<file path="config.mk">
export PLATFORM = sky130hd
export DESIGN_NAME = pc_sequencer
export DESIGN_NICKNAME = d
export VERILOG_FILES = /design/src/rtl/pc_sequencer.sv
export SDC_FILE = /design/constraint.sdc
export NUM_CORES = 1
export LEC_CHECK = 0
export CORE_MARGIN = 2
export CORE_UTILIZATION = 45
export CTS_BUF_LIST = sky130_fd_sc_hd__clkbuf_4
export CTS_CLUSTER_DIAMETER = 50
export CTS_CLUSTER_SIZE = 40
export DETAILED_ROUTE_END_ITERATION = 8
export DONT_BUFFER_PORTS = 1
export GPL_ROUTABILITY_DRIVEN = 0
export SLEW_MARGIN = 20
export SYNTH_ARGS = -nofsm -noshare
export SYNTH_HDL_FRONTEND = slang
export SYNTH_SLANG_ARGS = --single-unit
export TNS_END_PERCENT = 50
</file>
<file path="constraint.sdc">
create_clock -name clk -period 2.85 [get_ports clk]
set_input_delay 0.285 -clock clk [delete_from_list [all_inputs] [get_ports clk]]
set_output_delay 0.285 -clock clk [all_outputs]
set_load 0.01 [all_outputs]
</file>
<file path="src/rtl/pc_sequencer.sv">
// Program-counter sequencer with stall and a circular return-address stack.
// The next PC comes from increment-by-STEP, a branch or call target, or a return-stack pop.
module pc_sequencer #(
    parameter int unsigned WIDTH     = 16,
    parameter int unsigned STEP      = 1,
    parameter int unsigned RESET_PC  = 0,
    parameter int unsigned RAS_DEPTH = 4
) (
    input  logic             clk,
    input  logic             rst,
    input  logic             stall,
    input  logic             branch_en,
    input  logic             call_en,
    input  logic             ret_en,
    input  logic [WIDTH-1:0] branch_target,
    output logic [WIDTH-1:0] pc,
    output logic [WIDTH-1:0] pc_plus,
    output logic             ras_empty,
    output logic             ras_full,
    output logic             ras_err
);

    localparam int unsigned PW = (RAS_DEPTH > 1) ? $clog2(RAS_DEPTH) : 1;
    localparam int unsigned CW = $clog2(RAS_DEPTH + 1);
    localparam logic [WIDTH-1:0] STEP_W  = WIDTH'(STEP);
    localparam logic [WIDTH-1:0] RESET_W = WIDTH'(RESET_PC);
    localparam logic [CW-1:0]    FULL_C  = CW'(RAS_DEPTH);

    logic [WIDTH-1:0] r_pc;
    logic [WIDTH-1:0] r_stack [RAS_DEPTH];
    logic [PW-1:0]    r_ptr;
    logic [CW-1:0]    r_count;
    logic             r_err;

    logic [WIDTH-1:0] w_pc_plus;
    logic [PW-1:0]    w_ptr_dec;
    logic             w_empty;
    logic             w_full;
    logic             w_push;

    // r_ptr is the next write slot; when the stack is full it also names the oldest entry.
    assign w_pc_plus = r_pc + STEP_W;
    assign w_ptr_dec = r_ptr - PW'(1);
    assign w_empty   = (r_count == '0);
    assign w_full    = (r_count == FULL_C);
    assign w_push    = !rst && !stall && !ret_en && call_en;

    always_ff @(posedge clk) begin
        if (w_push) begin
            r_stack[r_ptr] <= w_pc_plus;
        end
    end

    always_ff @(posedge clk) begin
        if (rst) begin
            r_pc    <= RESET_W;
            r_ptr   <= '0;
            r_count <= '0;
            r_err   <= 1'b0;
        end else begin
            r_err <= 1'b0;
            if (!stall) begin
                if (ret_en) begin
                    if (w_empty) begin
                        r_pc  <= w_pc_plus;
                        r_err <= 1'b1;
                    end else begin
                        r_pc    <= r_stack[w_ptr_dec];
                        r_ptr   <= w_ptr_dec;
                        r_count <= r_count - CW'(1);
                    end
                end else if (call_en) begin
                    r_pc  <= branch_target;
                    r_ptr <= r_ptr + PW'(1);
                    if (w_full) begin
                        r_err <= 1'b1;
                    end else begin
                        r_count <= r_count + CW'(1);
                    end
                end else if (branch_en) begin
                    r_pc <= branch_target;
                end else begin
                    r_pc <= w_pc_plus;
                end
            end
        end
    end

    assign pc        = r_pc;
    assign pc_plus   = w_pc_plus;
    assign ras_empty = w_empty;
    assign ras_full  = w_full;
    assign ras_err   = r_err;

endmodule

</file>
=== Word level (Yosys, flattened, before mapping) ===
Memory sizes are Yosys's and may differ from the RTL's.
Index checks and enable logic that the tools add are counted.

* Add/sub/neg operators: 5
* Equal/unequal tests: 3
* Multiplexer cells: 17
* Bitwise logic cells: 1
* Reduce and logical (&&, ||, !) cells: 11

{| class="wikitable"
|+ Operators by type and width
! cell !! count
|-
| 16-bit two-way mux || 4
|-
| 16-bit by 1-bit adder with 16-bit output, second input constant || 1
|-
| 3-bit two-way mux || 4
|-
| 1-bit two-way mux || 6
|-
| 2-bit two-way mux || 3
|-
| 2-bit != test, second input constant || 2
|-
| 4-bit AND reduction || 1
|-
| 3-bit by 1-bit adder with 3-bit output, second input constant || 1
|-
| 3-bit equality test, second input constant || 1
|-
| 1-bit logical AND || 3
|-
| 1-bit logical NOT || 3
|-
| 3-bit logical NOT || 1
|-
| 3-bit AND reduction || 1
|-
| 3-bit by 1-bit subtractor with 3-bit output, second input constant || 1
|-
| 2-bit by 1-bit adder with 2-bit output, second input constant || 1
|-
| 2-bit nonzero test || 1
|-
| 2-bit OR reduction || 1
|-
| 2-bit by 1-bit subtractor with 2-bit output, second input constant || 1
|-
| 1-bit NOT || 1
|}

* Flip-flop bits (word level): 22
* RAM bits: 64
* Input bits: 22
* Output and inout port bits: 35
* Word-level logic and storage cells: 42
* Memories kept: 1

{| class="wikitable"
|+ Memories
! name !! depth !! width !! read ports !! clocked after memory_dff !! wr ports !! line !! RTL
|-
| r_stack || 4 || 16 || 1 || 0 || 1 || 30 || <nowiki>logic [WIDTH-1:0] r_stack [RAS_DEPTH];</nowiki>
|}

=== Logic depth before layout (Yosys ltp) ===
* Depth after elaboration: 6
* Gate-level depth with buffers: 10
* Depth with buffers taken out: 7

=== Least setup slack after synthesis ===
Ideal clock, no wire load.

* Path type: flip-flop to flip-flop
* Start: register r_ptr[0]
* End: register r_pc[5], in the netlist pc[5]
* Setup time: 115 ps
* Arrival time: 2377 ps
* Required time: 2735 ps
* Slack: 359 ps
* Cell stages (with the launch flop): 11
* Path buffers: 4
* Clock period less this slack: 2491 ps
* Path through: dfxtp_1 -> buf_2 -> buf_6 -> inv_1 -> ha_1 -> clkbuf_1 -> buf_2 -> mux4_2 -> a21oi_1 -> o21ai_1 -> o21a_1

* Longest elaborated chain between the ends: 4

{| class="wikitable"
|+ Ends and longest elaborated chain
! element !! line !! RTL
|-
| from (decl) || 31 || <nowiki>logic [PW-1:0] r_ptr;</nowiki>
|-
| from (signal assigned) || 69 || <nowiki>r_ptr <= w_ptr_dec;</nowiki>
|-
| from (signal assigned) || 74 || <nowiki>r_ptr <= r_ptr + PW'(1);</nowiki>
|-
| 2-bit by 1-bit subtractor with 2-bit output || 43 || <nowiki>assign w_ptr_dec = r_ptr - PW'(1);</nowiki>
|-
| memory read 4 x 16 bit || - ||
|-
| 16-bit two-way mux || 64 || <nowiki>if (w_empty) begin</nowiki>
|-
| 16-bit two-way mux || 63 || <nowiki>if (ret_en) begin</nowiki>
|-
| to (signal assigned) || 65 || <nowiki>r_pc <= w_pc_plus;</nowiki>
|-
| to (signal assigned) || 68 || <nowiki>r_pc <= r_stack[w_ptr_dec];</nowiki>
|-
| to (signal assigned) || 73 || <nowiki>r_pc <= branch_target;</nowiki>
|-
| to (decl) || 29 || <nowiki>logic [WIDTH-1:0] r_pc;</nowiki>
|}

Every way passes these cells.
A chain may end at the register's enable or synchronous reset.

=== Worst setup path in the final report ===
* Start: register r_pc[0], in the netlist pc[0]
* End: output pc_plus[12]

* Longest elaborated chain between the ends: 1

{| class="wikitable"
|+ Ends and longest elaborated chain
! element !! line !! RTL
|-
| 16-bit by 1-bit adder with 16-bit output || 42 || <nowiki>assign w_pc_plus = r_pc + STEP_W;</nowiki>
|-
| to (decl) || 17 || <nowiki>output logic [WIDTH-1:0] pc_plus,</nowiki>
|}

Every way passes these cells.

==> impl_metrics.json <==
{
  "outcome": "finished clean",
  "fin_tns_setup_ns": 0,
  "cts_root_buffer": "clkbuf_4",
  "min_to": "ras_err$_SDFF_PP0_",
  "dr.pass1.iters": 5,
  "clock-skew-final_ns": 0.0258,
  "n_antenna_cell": 0,
  "detail_route.iter0.violations": 220,
  "synth_top_area_frac": 0.482,
  "grt_pass1_wl_um": 15300,
  "chipWidth_um": 98.1,
  "post-route-period-util": 0.955,
  "cts_made_buffers": 9,
  "detail-route-antenna-nets": 0,
  "route.detailed.wl_per_inst_um": 22.6,
  "hp-start": "ret_en",
  "synth.largest_area_cell": "edfxtp_1",
  "grt_usage": 0.213,
  "r2r-end": "pc[1]$_SDFFE_PP0N_",
  "ys_types": 44,
  "initial_core_util": 0.462,
  "netlist_top_cells_area": "edfxtp_1 48%, dfxtp_1 11%, mux4_2 9.0%, a21oi_1 3.0%, xnor2_1 2.6%",
  "cts_tree": "built",
  "crit_arrival_ns": 2.44,
  "min_path_type": "input port to register",
  "slew_headroom": 0.382,
  "cts_buffer_depth": 2,
  "maxSlewViolCount": 0,
  "drc": 0,
  "num_vias": 2598,
  "power.density_mw_per_mm2": 620,
  "grt_max_degree": 23,
  "drv_cap": 0,
  "clk_pin_slew_ns": 0.15,
  "netlist_instances": 310,
  "avgViaCountPerCell": 5.97,
  "startpoint_type": "register",
  "wirelength_um": 9840,
  "hold_slack_ns": 0.0272,
  "cp-end-kind": "primary output",
  "min_period_ns": 2.72,
  "finalWorstSetupSlack_ns": 0.128,
  "fmax_mhz": 367,
  "cts_max_level": 3,
  "post_cts_buffers": 0,
  "grt-ovfl-total": 0,
  "syn_nets": 338,
  "post-route-util": 0.500,
  "synth_edf_count": 64,
  "reg2reg_setup_slack_ns": 0.35,
  "grt_pass1_vias": 2573,
  "synth_commonest_cells": "64 x edfxtp_1, 24 x a21oi_1, 22 x dfxtp_1",
  "async_flop_share": 0,
  "cts.sinks": 86,
  "antenna_found_initial": 1,
  "netlist_area_mm2": 0.00399,
  "worstPathMaxFanout": 7,
  "finalSetupViolCount": 0,
  "rsz0062_at_grt": "false",
  "hold_depth": 2,
  "synthToLayoutAreaGrowth_pct": 8.25,
  "coreArea_mm2": 0.00864,
  "ys_seq_area_frac": 0.593,
  "syn_area_per_cell_um2": 12.9,
  "pre_cts_slack_ns": 0.606,
  "dieArea_mm2": 0.00963,
  "insertion_delay_ns": 0.46,
  "dieHeight_um": 98.1,
  "critPathKind": "register to primary output",
  "yosysWarnings": 0,
  "ys.flop_type": "edfxtp_1",
  "timing.rr.start": "r_ptr[0]$_SDFFE_PP0P_",
  "yosysMostFrequentCell": "edfxtp_1",
  "crit_required_ns": 2.57,
  "final_nets": 350,
  "irDropWorstVdd_v": 0.000338,
  "worst_slew_pin_slew_ns": 0.924,
  "io_pins": 57,
  "power_leakage_nw": 1.48,
  "hpwl_um": 6450,
  "finalHoldViolCount": 0,
  "rr_worst_depth": 8,
  "drive_gt1_frac": 0.162,
  "io_buffers": 0,
  "ys_seq_elements": 86,
  "fp-row-count": 34
}
-- area by class of cell --
class                           instances  area (um^2)
Timing Repair Buffer                   17          140
Clock inverter                          7         60.1
Sequential cell                        86         2360
Inverter                               21         78.8
Multi-Input combinational cell        187         1470
Fill cell                             770         4320
Tap cell                              108          135
Clock buffer                            9         67.6
-- power by group --
group	switching [W]	internal [W]	total [W]
Sequential	0.0000727	0.00141	0.00148
Clock	0.000471	0.000200	0.000671
Combinational	0.000310	0.000215	0.000525
Total	0.000854	0.00182	0.00267
-- flip-flops by register name, summed over array words and instances (netlist names) --
register and count:
pc 16, r_count 3, r_ptr 2, r_stack 64
ras_err 1
-- kinds of logic after synthesis --
logic type | Yosys count | share of synthesized area
compound gates | 64 | 0.102
xor+xnor | 19 | 0.0436
fa+ha+maj | 6 | 0.0207
buf+inv | 37 | 0.0383
flops | 86 | 0.593
mux | 19 | 0.0979
simple gates | 79 | 0.105
-- how the worst max path moves through the flow --
stage	start	endpoint	cells past startpoint
finish	pc[0]$_SDFFE_PP0N_	pc_plus[12]	4
CTS	pc[0]$_SDFFE_PP0N_	pc_plus[12]	4
global placement	pc[0]$_SDFFE_PP0N_	pc[12]$_SDFFE_PP0N_	6
detailed placement	pc[0]$_SDFFE_PP0N_	pc[12]$_SDFFE_PP0N_	6
global route	pc[0]$_SDFFE_PP0N_	pc_plus[12]	4
floorplan	r_ptr[0]$_SDFFE_PP0P_	pc[5]$_SDFFE_PP0N_	10
-- per-layer routing --
layer | global-route usage | part of all wire | vias up
met5 | 0 | 0 | -
met4 | 0.0513 | 0.014 | 0
met2 | 0.315 | 0.46 | 120
li1 | - | - | 1194
met1 | 0.302 | 0.42 | 1272
met3 | 0.0773 | 0.11 | 12
-- cell usage in the layout (no fill, tap or decap), types with 9 or more instances in the layout --
cell | Yosys | layout
buf_4 | 0 | 12
xnor2_1 | 12 | 12
dfxtp_1 | 22 | 22
a221oi_1 | 9 | 9
nor2_1 | 19 | 19
mux4_2 | 16 | 16
nor3_1 | 11 | 11
inv_1 | 20 | 20
edfxtp_1 | 64 | 64
a21oi_1 | 24 | 24
o21ai_0 | 9 | 9
nand2_1 | 18 | 18
clkbuf_4 | 0 | 9
-- through the flow --
stage	area (um^2)	total power (W)	instances
2_1_floorplan	3990	0.00188	310
3_3_place_gp	4140	0.00201	414
4_1_cts	4310	0.00269	434
3_5_place_dp	4140	0.00202	414
6_report	4320	0.00267	435
5_1_grt	4320	0.00280	435
-- critical path: stages, from the launching register on --
cell	delay, ns
dfxtp_1	0.58
ha_1	0.25
nand3_1	0.27
nor4_1	0.39
xor2_1	0.49
-- timing repair --
item | in CTS | in global routing
endpoints found under the hold margin | 21 | 1
hold buffers | 4 | 1
gates resized for setup | 0 | 0
Note: power is estimated with default switching activity, not from simulation.
